[config.mk]
export PLATFORM = sky130hd
export DESIGN_NAME = gray_burst_ctrl
export DESIGN_NICKNAME = d
export VERILOG_FILES = /design/src/rtl/gray_burst_pkg.sv /design/src/rtl/gray_step_counter.sv /design/src/rtl/gray_burst_ctrl.sv
export SDC_FILE = /design/constraint.sdc
export NUM_CORES = 1
export LEC_CHECK = 0
export CORE_MARGIN = 3
export CORE_UTILIZATION = 47
export DETAILED_ROUTE_END_ITERATION = 16
export PLACE_DENSITY = 0.78
export SLEW_MARGIN = 0
export SYNTH_ARGS = -nofsm -noshare
export SYNTH_HDL_FRONTEND = slang
export SYNTH_SLANG_ARGS = --single-unit
[constraint.sdc]
create_clock -name clk -period 2.1 [get_ports clk]
set_clock_uncertainty 0.2 [all_clocks]
set_input_delay 0.21 -clock clk [delete_from_list [all_inputs] [get_ports clk]]
set_output_delay 0.21 -clock clk [all_outputs]
set_load 0.005 [all_outputs]
[src/rtl/gray_burst_pkg.sv]
// Shared types and helpers for the Gray-code burst sequencer.
package gray_burst_pkg;

  typedef enum logic {
    IDLE = 1'b0,
    RUN  = 1'b1
  } state_e;

  localparam logic DIR_UP   = 1'b0;
  localparam logic DIR_DOWN = 1'b1;

  // Widest count bin2gray handles; callers zero-extend in and truncate out.
  localparam int GRAY_MAX_W = 64;

  function automatic logic [GRAY_MAX_W-1:0] bin2gray(input logic [GRAY_MAX_W-1:0] b);
    return b ^ (b >> 1);
  endfunction

endpackage

[src/rtl/gray_step_counter.sv]
// Loadable up/down binary counter with hold-enable; presents its value Gray-encoded.
module gray_step_counter
  import gray_burst_pkg::*;
#(
  parameter int DATA_WIDTH = 4
) (
  input  logic                  clk,
  input  logic                  resetn,
  input  logic                  i_load,
  input  logic [DATA_WIDTH-1:0] i_load_val,
  input  logic                  i_en,
  input  logic                  i_down,
  output logic [DATA_WIDTH-1:0] o_gray
);

  logic [DATA_WIDTH-1:0] r_cnt;

  // NOTE: state registers use non-blocking assignments so every flop samples
  // pre-edge values and simulation ordering cannot change the result.
  always_ff @(posedge clk) begin
    if (!resetn) begin
      r_cnt <= '0;
    end else if (i_load) begin
      r_cnt <= i_load_val;
    end else if (i_en) begin
      r_cnt <= (i_down == DIR_DOWN) ? r_cnt - DATA_WIDTH'(1) : r_cnt + DATA_WIDTH'(1);
    end
  end

  assign o_gray = DATA_WIDTH'(bin2gray(GRAY_MAX_W'(r_cnt)));

endmodule

[src/rtl/gray_burst_ctrl.sv]
// Command-driven burst sequencer: accepts {start, len, dir} and streams the
// Gray encoding of each count over a valid/ready interface.
module gray_burst_ctrl
  import gray_burst_pkg::*;
#(
  parameter int DATA_WIDTH = 4,
  parameter int LEN_WIDTH  = 8
) (
  input  logic                  clk,
  input  logic                  resetn,
  input  logic                  cmd_valid,
  output logic                  cmd_ready,
  input  logic [DATA_WIDTH-1:0] cmd_start,
  input  logic [LEN_WIDTH-1:0]  cmd_len,
  input  logic                  cmd_down,
  output logic [DATA_WIDTH-1:0] gray_out,
  output logic                  gray_valid,
  input  logic                  gray_ready,
  output logic                  gray_last,
  output logic                  busy,
  output logic                  done
);

  state_e                r_state;
  state_e                w_state_nxt;
  logic [LEN_WIDTH-1:0]  r_rem;
  logic                  r_dir;
  logic                  r_done;
  logic                  w_accept;
  logic                  w_xfer;
  logic                  w_last;
  logic [DATA_WIDTH-1:0] w_gray;

  assign w_last = (r_rem == '0);

  always_ff @(posedge clk) begin
    if (!resetn) begin
      r_state <= IDLE;
      r_rem   <= '0;
      r_dir   <= DIR_UP;
      r_done  <= 1'b0;
    end else begin
      r_state <= w_state_nxt;
      r_done  <= w_xfer && w_last;
      if (w_accept) begin
        r_rem <= cmd_len;
        r_dir <= cmd_down;
      end else if (w_xfer && !w_last) begin
        r_rem <= r_rem - LEN_WIDTH'(1);
      end
    end
  end

  // Every output is gated by resetn so it reads 0 for the whole reset window.
  always_comb begin
    // NOTE: every signal gets a default first so no path leaves it unassigned,
    // which would otherwise infer a latch.
    w_state_nxt = r_state;
    w_accept    = 1'b0;
    w_xfer      = 1'b0;
    cmd_ready   = 1'b0;
    gray_valid  = 1'b0;
    gray_last   = 1'b0;
    busy        = 1'b0;
    case (r_state)
      IDLE: begin
        cmd_ready = resetn;
        w_accept  = resetn && cmd_valid;
        if (w_accept) w_state_nxt = RUN;
      end
      RUN: begin
        gray_valid = resetn;
        busy       = resetn;
        gray_last  = resetn && w_last;
        w_xfer     = resetn && gray_ready;
        if (w_xfer && w_last) w_state_nxt = IDLE;
      end
      default: w_state_nxt = IDLE;
    endcase
  end

  gray_step_counter #(
    .DATA_WIDTH (DATA_WIDTH)
  ) u_counter (
    .clk        (clk),
    .resetn     (resetn),
    .i_load     (w_accept),
    .i_load_val (cmd_start),
    .i_en       (w_xfer && !w_last),
    .i_down     (r_dir),
    .o_gray     (w_gray)
  );

  assign gray_out = gray_valid ? w_gray : '0;
  assign done     = r_done && resetn;

endmodule

# ---- Word level (Yosys, flattened, before mapping)
# Index checks and enable logic that the tools add are counted.
dict set report classes {
  muxes 14
  magnitude_cmp 0
  n_mul 0
  bitwise_logic 2
  n_reduce_logical 10
  n_eq_ne 0
  n_addsub 3
  shifts 0
  div_mod_pow 0
}
# op count
set ops {}
lappend ops {{$mux W4} 4}
lappend ops {{$mux W8} 2}
lappend ops {{$logic_not A8 Y1} 1}
lappend ops {{$sub A8 B1 Y8 const B} 1}
lappend ops {{$logic_and A1 B1 Y1} 7}
lappend ops {{$mux W1} 7}
lappend ops {{$add A4 B1 Y4 const B} 1}
lappend ops {{$sub A4 B1 Y4 const B} 1}
lappend ops {{$xor A4 B3 Y4} 1}
lappend ops {{$pmux W1 S2} 1}
lappend ops {{$reduce_bool A2 Y1} 1}
lappend ops {{$logic_not A1 Y1} 1}
lappend ops {{$not A1 Y1} 1}
dict set report totals {
  in_bits 17
  mem_bits_ro 0
  out_inout_bits 9
  ramBits 0
  regBits 15
  word_cells 34
  mem_count 0
  latch_bits 0
}

# ---- Logic depth before layout (Yosys ltp)
# Gate-level depths: netlist of run 1.
dict set report logic_depth {
  depth_word 5
  depth_mapped 7
  depth_no_buf 6
}

# ---- Modules after synthesis
# From an unflattened synthesis of run 1, not the netlist that was laid out.
dict set report hier_totals {
  hier_cells 119
  hier_area_um2 977.2
}
# module seq_area_each_um2 instances area_per_inst_um2 cells_each
set modules_own_cells {}
lappend modules_own_cells {gray_burst_ctrl 220.2 1 648.1 81}
lappend modules_own_cells {gray_step_counter 80.1 1 329.1 38}

# ---- Worst setup path before layout of run 1
# No wires, ideal clock.
dict set report synth_timing {
  kind {reg2reg}
  from {register r_rem[0]}
  to {register r_rem[4]}
  setup_ns 0.115
  n_path_buf 1
  stages_incl_launch_ff 8
  path_slack_ns 0.354
  t_required_ns 1.785
  synth_period_minus_slack_ns 1.746
  arrival_time_ns 1.431
  path_cell_list {dfxtp_1 -> inv_1 -> ha_1 -> nor3b_2 -> a21oi_2 -> buf_6 -> a32o_1 -> o21a_1}
}
dict set report synth_between {
  elab_chain_len 4
  elab_cells_between_ends 7
  cone_classes {add/sub (1); mux (2); reduce/logical (4)}
}
# item line
set synth_rtl {}
lappend synth_rtl {{start, declared} gray_burst_ctrl.sv:26} ;# logic [LEN_WIDTH-1:0] r_rem;
lappend synth_rtl {{start signal, assigned} gray_burst_ctrl.sv:46} ;# r_rem <= cmd_len;
lappend synth_rtl {{start signal, assigned} gray_burst_ctrl.sv:49} ;# r_rem <= r_rem - LEN_WIDTH'(1);
lappend synth_rtl {{parallel branches: the longest is 4 deep, another holds $sub A8 B1 Y8} n/a}
# Several ways; the timed one is not identified. The select of a mux whose other input is x is not followed.
# A chain may end at the register's enable or synchronous reset.

# ---- Final worst setup path of run 1
dict set report layout_timing {
  from {register r_rem[0]}
  to {register u_counter.r_cnt[1]}
}
dict set report layout_between {
  elab_chain_len 4
}
# item line
set layout_rtl {}
lappend layout_rtl {{$logic_not A8 Y1} gray_burst_ctrl.sv:34} ;# assign w_last = (r_rem == '0);
lappend layout_rtl {{$logic_not A1 Y1} gray_burst_ctrl.sv:89} ;# .i_en (w_xfer && !w_last),
lappend layout_rtl {{$logic_and A1 B1 Y1} gray_burst_ctrl.sv:89}
lappend layout_rtl {{$reduce_bool A2 Y1 (no line)} n/a}
lappend layout_rtl {{end signal, assigned} gray_step_counter.sv:24} ;# r_cnt <= i_load_val;
lappend layout_rtl {{end signal, assigned} gray_step_counter.sv:26} ;# r_cnt <= (i_down == DIR_DOWN) ? r_cnt - DATA_WIDTH'(1) : r_cnt + DATA_WIDTH'(1);
lappend layout_rtl {{end, declared} gray_step_counter.sv:16} ;# logic [DATA_WIDTH-1:0] r_cnt;
# Every way passes these cells.

==> summary.txt, run 1 <==
Worst setup path
  – Reg2reg end: u_counter.r_cnt[1]
  – Crit path cell chain: inv_1, ha_1, nor3b_4, buf_4, a21oi_4, buf_6, mux2_4, o21ai_2
  – RR Startpoint: r_rem[0]
  – WP buf/inv: 3
  – Crit path max-delay cell type: dfxtp_1
  – Max incr delay on CP: ~0.38 ns
  – R2R depth: 8
  – Req. time, crit path: roughly 2.1 ns
  – R2R Setup Slk: 0.12 ns
  – Type of origin of the critical path: flip-flop
  – Worst Path Arrival: 2.01 ns
  – Delay-heaviest family, CP: buffers and inverters
  – CP max FO: 5
  – Worst path depth: 8
  – Crit Path Class: reg -> reg
  – Critical Path End Type: flip-flop
  – Critical path origin: r_rem[0]

CTS
  – Clock Sinks: 15
  – Clk buf depth: 2
  – Clock Latency Late Sink: 0.29 ns
  – CTS tree: done
  – Worst-path clk slew: approximately 0.1 ns
  – Root buffer cell: clkbuf_4
  – TritonCTS Buffers: 3
  – Hold Buf Count CTS: 0
  – CTS HTree Levels: 1

Global routing
  – Antenna violations before repair: 0
  – Grt ovf: 0
  – Global-route wire length before repair: 3850 microns
  – Vias in the first global route: 890
  – GRT Util Overall: 19.3%
  – Largest net degree at the start of global routing: 13

Final layout
  – Area grow syn2layout: 35.8%
  – Fraction of layout cells with a size suffix above 1: 15.4%
  – Number of antenna diodes: 0
  – Nets: 166

Timing
  – Final Hold Vio Count: 0
  – Final min period: 1.98 ns
  – RSZ-0062 raised after global routing: false
  – Setup Viol. Count Final: 0
  – WHS: between 0.2 and 0.3 ns
  – Worst-Margin Slew: around 0.44 ns
  – Max Clk Rate: approximately 500 MHz
  – Max-slew violation count: 0
  – Period utilisation layout: 94.5%
  – Slew HR: 70.1%
  – Worst setup margin: 0.116 ns

Synth
  – Post-Syn Nets: 135
  – Register bit total from synthesis: 15
  – Synth area leaders: dfxtp_1 31%, xnor2_1 6.4%, ha_1 5.2%, a21oi_1 4.7%, o21ai_0 4.2%
  – Commonest cells post-synth: 15 x dfxtp_1, 9 x a21oi_1, 9 x nand2_1, 8 x inv_1, 8 x o21ai_0
  – Number of synthesis warnings: 0
  – Synthesized area: 962 sq um
  – Top cell type's share of synthesized area: between 30% and 40%
  – Most frequent cell after synthesis: dfxtp_1
  – Synth area leader: dfxtp_1
  – Post-synth EDFFs: 0
  – Avg Cell Area, Syn: ~8.5 sq um
  – Seq/Total Area, Yosys: 31.2%
  – Fraction of registers with async set/reset: 0%
  – Top FF cell, synth: dfxtp_1
  – Yosys cell types: 43
  – Syn Inst Count: 113

Place
  – PortBufs: 25
  – Final GP Congestion: between 0.8 and 0.9
  – Hpwl dp: 1730 microns
  – Pre-CTS setup slack: -0.0259 ns

Route
  – Post-Route WL: 2270 microns
  – DR WL/cell: 13.5 microns
  – Routed vias/inst: 5.48
  – DRC: 0
  – Via count: 921
  – Pre-antenna DRT Iters: 4
  – Final ANT Viol Nets: 0
  – Starting DRC count in detailed routing: 11

Power
  – Peak supply drop: around 0.38 mV
  – PwrDens: 619 nW/um^2
  – P_leak: 0.507 nW

Floorplan
  – Io pins: 26
  – Die span in x: 51.2 microns
  – Initial Util: 52.9%
  – Die area: 2630 sq um
  – Rows: 15
  – Core Box Area: ~1800 sq um
  – Die Y: between 50 and 60 microns

Hold path
  – WHS Path Cells: 3
  – WHS Endpoint: r_dir
  – Hold Crit Class: in -> reg
  – Hold_sp: cmd_down

Outcome
  – Status: finished clean

Flow run
  – Max Cap Viol: 0
-- worst min-delay path, stage by stage --
cell             delay, ns
clkdlybuf4s50_1       0.40
nand2_1               0.06
nand2_1               0.04
-- cells by family after synthesis --
group,share of synthesized area [%]
DFF,31.2
muxes,3.77
AOI/OAI and AO/OA,21.2
adders and majority gates,7.28
buffers and inverters,6.76
xor gates and xnor gates,7.28
and+or+nand+nor,22.5
-- cells in the final DEF (no fill, tap or decap), types with 2 or more instances in the layout --
master	instances
nor2b_1	2
and3_1	2
buf_4	6
clkdlybuf4s50_1	24
xnor2_1	7
nand2_1	8
a31oi_1	2
inv_1	8
dfxtp_1	15
clkbuf_4	3
o21ai_0	8
ha_1	4
a211oi_1	2
a21oi_1	9
nand3_1	5
nor2_1	7
and2_1	2
-- area by class of cell --
type | instances | area (sq um)
fill | 156 | 514
inverter | 8 | 30.0
tap | 25 | 31.3
sequential | 15 | 300
clock buffer | 4 | 26.3
timing repair buffer | 32 | 305
multi-input combinational | 84 | 613
-- sequential cells by signal, summed over array words and instances, names as in the netlist --
signal / count
r_dir: 1
r_state: 1
r_done: 1
r_rem: 8
u_counter.r_cnt: 4
-- how the worst max path moves through the flow --
stage	to	slack, ns
finish	u_counter.r_cnt[1]	0.12
CTS	u_counter.r_cnt[1]	0.02
detailed placement	u_counter.r_cnt[1]	-0.03
global placement	u_counter.r_cnt[1]	0.04
floorplan	r_rem[4]	0.35
global route	gray_out[1]	0.01
-- layer usage --
| layer | routed length (microns) | share of wire (%) | GRT usage (%) | vias to the layer above |
|---|---|---|---|---|
| met4 | 21 | 0.92 | 6.55 | 0 |
| met1 | 995 | 44 | 22.9 | 436 |
| met2 | 1140 | 50 | 33.9 | 24 |
| met3 | 114 | 5.0 | 4.37 | 3 |
| li1 | - | - | - | 458 |
| met5 | 0 | 0 | 0 | - |
-- what timing repair did --
action | 4_1_cts | 5_1_grt
buffers inserted | 1 | 0
resized for setup | 2 | 3
setup endpoints to repair | 1 | 5
gates cloned | 0 | 0
endpoints found under the hold margin | 0 | 0
pin swaps | 0 | 1
-- stage by stage --
| stage | setup TNS, ns | util, % | cell area, sq um | instances | power, mW |
|---|---|---|---|---|---|
| 2_1_floorplan | 0 | - | 962 | 113 | 0.523 |
| 3_3_place_gp | 0 | 68.9 | 1250 | 163 | 0.611 |
| 3_5_place_dp | -0.0259 | 68.9 | 1250 | 163 | 0.619 |
| 4_1_cts | 0 | 71.0 | 1290 | 168 | 0.802 |
| 5_1_grt | 0 | 71.8 | 1310 | 168 | 0.860 |
| 6_report | 0 | 71.8 | 1310 | 168 | 0.808 |
-- where the power goes --
| part | total [mW] | switching (mW) | internal [mW] |
|---|---|---|---|
| Sequential | 0.353 | 0.0393 | 0.314 |
| Clock | 0.173 | 0.0988 | 0.0739 |
| Combinational | 0.282 | 0.127 | 0.155 |
| Total | 0.808 | 0.265 | 0.543 |
Power figures use the tool's default switching activity.
==> run 2, diff against run 1 <==
Settings changed: CORE_ASPECT_RATIO set to 1.4.
==> run 2 against run 1 <==
  * Largest cell class unchanged
  * Critical path type is now reg -> out
  * Critical path depth is 5 lower
  * Non-clock buffer count is 5 higher
  * Maximum frequency is 0.90% lower
  * Worst hold slack worse by 0.080 ns
  * Clock power is 2% higher
  * Total power is 1.6% higher
  * Sequential power hardly changed
==> summary.txt, run 2 (synthesized netlist as in run 1, its figures left out) <==
Global routing
  – Largest net degree at the start of global routing: 9 (was 13)
  – Antenna violations before repair: 0 (unchanged)
  – Grt ovf: 0 (unchanged)
  – Global-route wire length before repair: 3880 microns (was 3850 microns)
  – Vias in the first global route: 964 (was 890)
  – GRT Util Overall: 20.1% (was 19.3%)

Final layout
  – Most frequent cells in the layout: 23 x clkdlybuf4s50_1, 15 x dfxtp_1, 12 x buf_4 (was 24 x clkdlybuf4s50_1, 15 x dfxtp_1, 9 x a21oi_1)
  – Largest reg by FF count: r_rem (unchanged)
  – Most common cell after layout, fill and taps aside: clkdlybuf4s50_1 (unchanged)
  – Biggest regs: r_rem (8), u_counter.r_cnt (4) (unchanged)
  – Number of antenna diodes: 0 (unchanged)
  – Fraction of layout cells with a size suffix above 1: 17.6% (was 15.4%)
  – # fillers: 139 (was 156)
  – Area grow syn2layout: 38.6% (was 35.8%)
  – Number of flip-flops in the largest register: 8 (unchanged)
  – Final Cell Area: 1330 sq um (was 1310 sq um)
  – Nets: 171 (was 166)
  – Final Instance Count excl. Fillers: 168 (unchanged)

Floorplan
  – Core Box Area: 1850 sq um (was 1820 sq um)
  – Die span in x: 44.2 microns (was 51.2 microns)
  – Io pins: 26 (unchanged)
  – Initial Util: 52.1% (was 52.9%)
  – Die area: 2630 sq um (about the same)
  – Rows: 18 (was 15)
  – Die Y: 59.5 microns (was 51.2 microns)

Worst setup path
  – Critical Path End Type: primary output (was flip-flop)
  – Req. time, crit path: 1.69 ns (was 2.13 ns)
  – Crit Path Class: reg -> out (was reg -> reg)
  – CP max FO: 6 (was 5)
  – Max incr delay on CP: 0.51 ns (was 0.38 ns)
  – Crit path max-delay cell type: clkdlybuf4s50_1 (was dfxtp_1)
  – WP buf/inv: 1 (was 3)
  – Worst Path Arrival: 1.59 ns (was 2.01 ns)
  – Delay-heaviest family, CP: buffers and inverters (unchanged)
  – Crit path cell chain: nand2_1, nor2_1, clkdlybuf4s50_1 (was inv_1, ha_1, nor3b_4, buf_4, a21oi_4, buf_6, mux2_4, o21ai_2)
  – Type of origin of the critical path: flip-flop (unchanged)

Route
  – Post-Route WL: 2390 microns (was 2270 microns)
  – Starting DRC count in detailed routing: 17 (was 11)
  – Routed vias/inst: 5.50 (was 5.48)
  – DR WL/cell: 14.3 microns (was 13.5 microns)
  – Final ANT Viol Nets: 0 (unchanged)
  – Via count: 924 (was 921)
  – DRC: 0 (unchanged)
  – Pre-antenna DRT Iters: 4 (unchanged)

Place
  – Final GP Congestion: 0.831 (was 0.860)
  – Hpwl dp: 1880 microns (was 1730 microns)
  – PortBufs: 25 (unchanged)
  – DP Area: 1290 sq um (was 1250 sq um)
  – Number of cells after detailed placement: 164 (was 163)

CTS
  – Clock Sinks: 15 (unchanged)
  – Hold Buf Count CTS: 0 (unchanged)
  – Worst-path clk slew: 0.09 ns (was 0.10 ns)
  – CTS HTree Levels: 1 (unchanged)
  – Postcts setup bufs: 0 (was 1)
  – Root buffer cell: clkbuf_4 (unchanged)
  – TritonCTS Buffers: 3 (unchanged)
  – CTS tree: done (unchanged)
  – Clock Latency Late Sink: 0.30 ns (was 0.29 ns)
  – Clk buf depth: 2 (unchanged)

Timing
  – Max Clk Rate: 500 MHz (was 504 MHz)
  – Final Hold Vio Count: 0 (unchanged)
  – RSZ-0062 raised after global routing: false (unchanged)
  – Setup Viol. Count Final: 0 (unchanged)
  – Period utilisation layout: 95.3% (was 94.5%)
  – Max-slew violation count: 0 (unchanged)
  – Final setup TNS: 0 ns (unchanged)
  – Slew HR: 73.1% (was 70.1%)
  – Final min period: 2.00 ns (was 1.98 ns)
  – Worst-Margin Slew: 0.401 ns (was 0.445 ns)

Outcome
  – Status: finished clean (unchanged)

Power
  – Power consumption: 821 uW (was 808 uW)
  – P_leak: 0.538 nW (was 0.507 nW)
  – PwrDens: 615 nW/um^2 (was 619 nW/um^2)
  – Peak supply drop: 0.411 mV (was 0.379 mV)

Flow run
  – Max Cap Viol: 0 (unchanged)

Hold path
  – Hold Crit Class: in -> reg (unchanged)
run 2: final timing paths:
kind / end / startpoint / slack [ns] / depth (start not counted)
max: gray_out[0] / r_state / 0.1 / 3
max reg2reg: r_rem[4] / r_rem[0] / 0.16 / 8
min: r_rem[1] / resetn / 0.17 / 3
min reg2reg: r_rem[7] / r_rem[7] / 0.35 / 1
run 2: report_power, final:
group	total, mW	switching [mW]	internal [mW]
Combinational	0.290	0.129	0.161
Sequential	0.354	0.0400	0.314
Clock	0.177	0.103	0.0742
Total	0.821	0.272	0.549
run 2: final cells by class:
type	count	area, sq um	share of cell area (%)
Multi-Input combinational cell	84	611	45.8
Sequential cell	15	300	22.5
Tap cell	20	25.0	1.88
Clock buffer	4	26.3	1.97
Inverter	8	30.0	2.25
Timing Repair Buffer	37	342	25.6
run 2: per-stage QoR:
step | hold WS [ns] | setup slack (ns) | utilization (%)
after detailed placement | 0.289 | 0.0504 | 70.0
after global placement | 0.277 | 0.0952 | 70.0
after CTS | 0.234 | 0.0195 | 71.7
after floorplan | 0.109 | 0.354 | -
final | 0.174 | 0.0981 | 72.2
after global routing | 0.197 | 0.00684 | 72.2
run 2: metal layers:
| layer | global-route usage (%) | up-vias | wire length [microns] |
|---|---|---|---|
| li1 | - | 464 | - |
| met1 | 19.5 | 432 | 891 |
| met2 | 36.7 | 21 | 1330 |
| met3 | 3.34 | 7 | 102 |
| met4 | 14.7 | 0 | 69 |
| met5 | 0 | - | 0 |
run 2: repair_timing:
item | CTS | global route
resized for setup | 2 | 2
endpoints found under the hold margin | 0 | 0
endpoints found under the setup margin | 1 | 6
pin swaps | 0 | 0
run 2: worst min-delay path: stages:
cell	delay, ns
dlymetal6s2s_1	0.18
nand2_1	0.17
o21ai_1	0.07
==> run 3, diff against run 2 <==
Settings changed: CORE_MARGIN 3 to unset, REMOVE_ABC_BUFFERS set to 1.
==> run 3 against run 2 <==
  * Die area is 15% lower
  * Critical path depth up 5
  * First-iteration DRC count up 120%
  * Clock power increased by 2%
  * Global-route usage grew 2.6 points
  * Maximum frequency rose by 2.0%
  * Combinational power decreased by 4%
  * Sequential cell count stayed put
  * Utilization fell by 5.2 points
  * Total power decreased by 1.2%
  * Non-clock buffer count down 2
  * Critical path type is now reg -> reg
  * Largest cell class unchanged
  * Largest power group unchanged
  * Highest routed layer unchanged
==> summary.txt, run 3 (synthesized netlist as in run 1, its figures left out) <==
Outcome
  – Status: finished clean (unchanged)

Final layout
  – Final Cell Area: 1310 sq um (was 1330 sq um)
  – Largest reg by FF count: r_rem (unchanged)
  – Biggest regs: r_rem (8), u_counter.r_cnt (4) (unchanged)
  – Fraction of layout cells with a size suffix above 1: 16.4% (was 17.6%)
  – # fillers: 165 (was 139)
  – Area grow syn2layout: 35.8% (was 38.6%)
  – Register area: 300 sq um (unchanged)
  – Number of antenna diodes: 0 (unchanged)
  – Nets: 169 (was 171)
  – Number of flip-flops in the largest register: 8 (unchanged)
  – Most common cell after layout, fill and taps aside: clkdlybuf4s50_1 (unchanged)
  – Most frequent cells in the layout: 23 x clkdlybuf4s50_1, 15 x dfxtp_1, 10 x buf_4 (was 23 x clkdlybuf4s50_1, 15 x dfxtp_1, 12 x buf_4)
  – Final Instance Count excl. Fillers: 167 (was 168)
  – Fin util: 67.0% (was 72.2%)
  – Multi-input logic area: 597 sq um (was 611 sq um)

CTS
  – Clock Sinks: 15 (unchanged)
  – Worst-path clk slew: 0.09 ns (about the same)
  – CTS HTree Levels: 1 (unchanged)
  – Clock Latency Late Sink: 0.30 ns (about the same)
  – Postcts setup bufs: 0 (unchanged)
  – Hold Buf Count CTS: 0 (unchanged)
  – TritonCTS Buffers: 3 (unchanged)
  – Root buffer cell: clkbuf_4 (unchanged)
  – Clk buf depth: 2 (unchanged)
  – CTS tree: done (unchanged)

Worst setup path
  – Worst Path Arrival: 2.01 ns (was 1.59 ns)
  – CP max FO: 5 (was 6)
  – Reg2reg end: u_counter.r_cnt[1] (was r_rem[4])
  – Crit Path Class: reg -> reg (was reg -> out)
  – R2R depth: 8 (unchanged)
  – RR Startpoint: r_rem[0] (unchanged)
  – R2R Setup Slk: 0.14 ns (was 0.16 ns)
  – Type of origin of the critical path: flip-flop (unchanged)
  – Req. time, crit path: 2.15 ns (was 1.69 ns)
  – Critical Path End Type: flip-flop (was primary output)

Route
  – Routed vias/inst: 5.45 (was 5.50)
  – Starting DRC count in detailed routing: 37 (was 17)
  – Final ANT Viol Nets: 0 (unchanged)
  – DRC: 0 (unchanged)
  – DR WL/cell: 13.1 microns (was 14.3 microns)
  – Pre-antenna DRT Iters: 4 (unchanged)
  – Post-Route WL: 2180 microns (was 2390 microns)
  – Via count: 910 (was 924)

Place
  – Number of cells after detailed placement: 163 (was 164)
  – PortBufs: 25 (unchanged)
  – DP Area: 1280 sq um (was 1290 sq um)
  – Hpwl dp: 1710 microns (was 1880 microns)
  – Final GP Congestion: 0.816 (was 0.831)

Power
  – PwrDens: 621 nW/um^2 (was 615 nW/um^2)
  – P_leak: 0.526 nW (was 0.538 nW)
  – Peak supply drop: 0.437 mV (was 0.411 mV)
  – Power consumption: 811 uW (was 821 uW)

Timing
  – Setup Viol. Count Final: 0 (unchanged)
  – Max-slew violation count: 0 (unchanged)
  – Period utilisation layout: 93.5% (was 95.3%)
  – Slew HR: 67.3% (was 73.1%)
  – Final Hold Vio Count: 0 (unchanged)
  – Final min period: 1.96 ns (was 2.00 ns)
  – RSZ-0062 raised after global routing: false (unchanged)
  – Worst-Margin Slew: 0.487 ns (was 0.401 ns)
  – Final setup TNS: 0 ns (unchanged)
  – Max Clk Rate: 510 MHz (was 500 MHz)

Global routing
  – Largest net degree at the start of global routing: 10 (was 9)
  – Global-route wire length before repair: 3540 microns (was 3880 microns)
  – Vias in the first global route: 859 (was 964)
  – GRT Util Overall: 22.7% (was 20.1%)
  – Antenna violations before repair: 0 (unchanged)
  – Grt ovf: 0 (unchanged)

Floorplan
  – Initial Util: 49.4% (was 52.1%)
  – Die area: 2230 sq um (was 2630 sq um)
  – Die span in x: 40.2 microns (was 44.2 microns)
  – Die Y: 55.5 microns (was 59.5 microns)
  – Io pins: 26 (unchanged)
  – Core Box Area: 1950 sq um (was 1850 sq um)
  – Rows: 19 (was 18)

Hold path
  – WHS Endpoint: r_done (was r_rem[1])
  – Hold Crit Class: in -> reg (unchanged)
  – WHS Path Cells: 3 (unchanged)
  – Hold_sp: resetn (unchanged)

Flow run
  – Max Cap Viol: 0 (unchanged)
[run 3: changes by cell type in the layout (fill, tap and decap cells not counted), sizes merged]
cell,delta
buf,-2
[run 3: critical path, cell delays in order, from the launching register on]
cell     delay (ns)
dfxtp_1        0.37
inv_1          0.07
ha_1           0.20
nor3b_2        0.16
buf_4          0.14
a21oi_2        0.18
buf_4          0.17
mux2_4         0.30
o21ai_2        0.10
[run 3: final cells by class]
class	instances	area share, %
multi-input combinational	84	45.7
timing repair buffer	35	25.0
sequential	15	23.0
inverter	8	2.30
clock buffer	4	2.01
tap	21	2.01
[run 3: power breakdown]
group / leakage (nW) / total [mW] / switching [mW] / internal, mW
Clock: 0.0150 / 0.181 / 0.106 / 0.0743
Sequential: 0.123 / 0.351 / 0.0373 / 0.314
Combinational: 0.388 / 0.279 / 0.124 / 0.155
Total: 0.526 / 0.811 / 0.267 / 0.543
[run 3: per-layer routing]
layer	GRT usage, %	part of all wire (%)	vias to the layer above
met2	34.6	49	21
li1	-	-	463
met1	28.9	45	419
met4	14.3	3.3	0
met3	2.41	3.0	7
met5	0	0	-
[run 3: repair_timing]
item,CTS,global route
pin swaps,0,0
hold endpoints to repair,0,0
resized for setup,1,1
endpoints found under the setup margin,1,5
[run 3: how the worst max path moves through the flow]
stage | start | end | slack [ns] | cells past startpoint
2_1_floorplan | r_rem[0] | r_rem[1] | 0.20 | 6
3_3_place_gp | resetn | gray_last | 0.05 | 4
3_5_place_dp | resetn | gray_out[0] | 0.02 | 4
4_1_cts | resetn | gray_out[0] | 0.00007 | 4
5_1_grt | r_rem[0] | u_counter.r_cnt[1] | 0.02 | 8
6_report | r_rem[0] | u_counter.r_cnt[1] | 0.14 | 8
[run 3: metrics by stage]
stage | setup WS, ns | hold slack (ns)
floorplan | 0.199 | 0.109
global placement | 0.0492 | 0.279
detailed placement | 0.0193 | 0.284
CTS | 0.0000705 | 0.229
global route | 0.0204 | 0.233
finish | 0.137 | 0.207
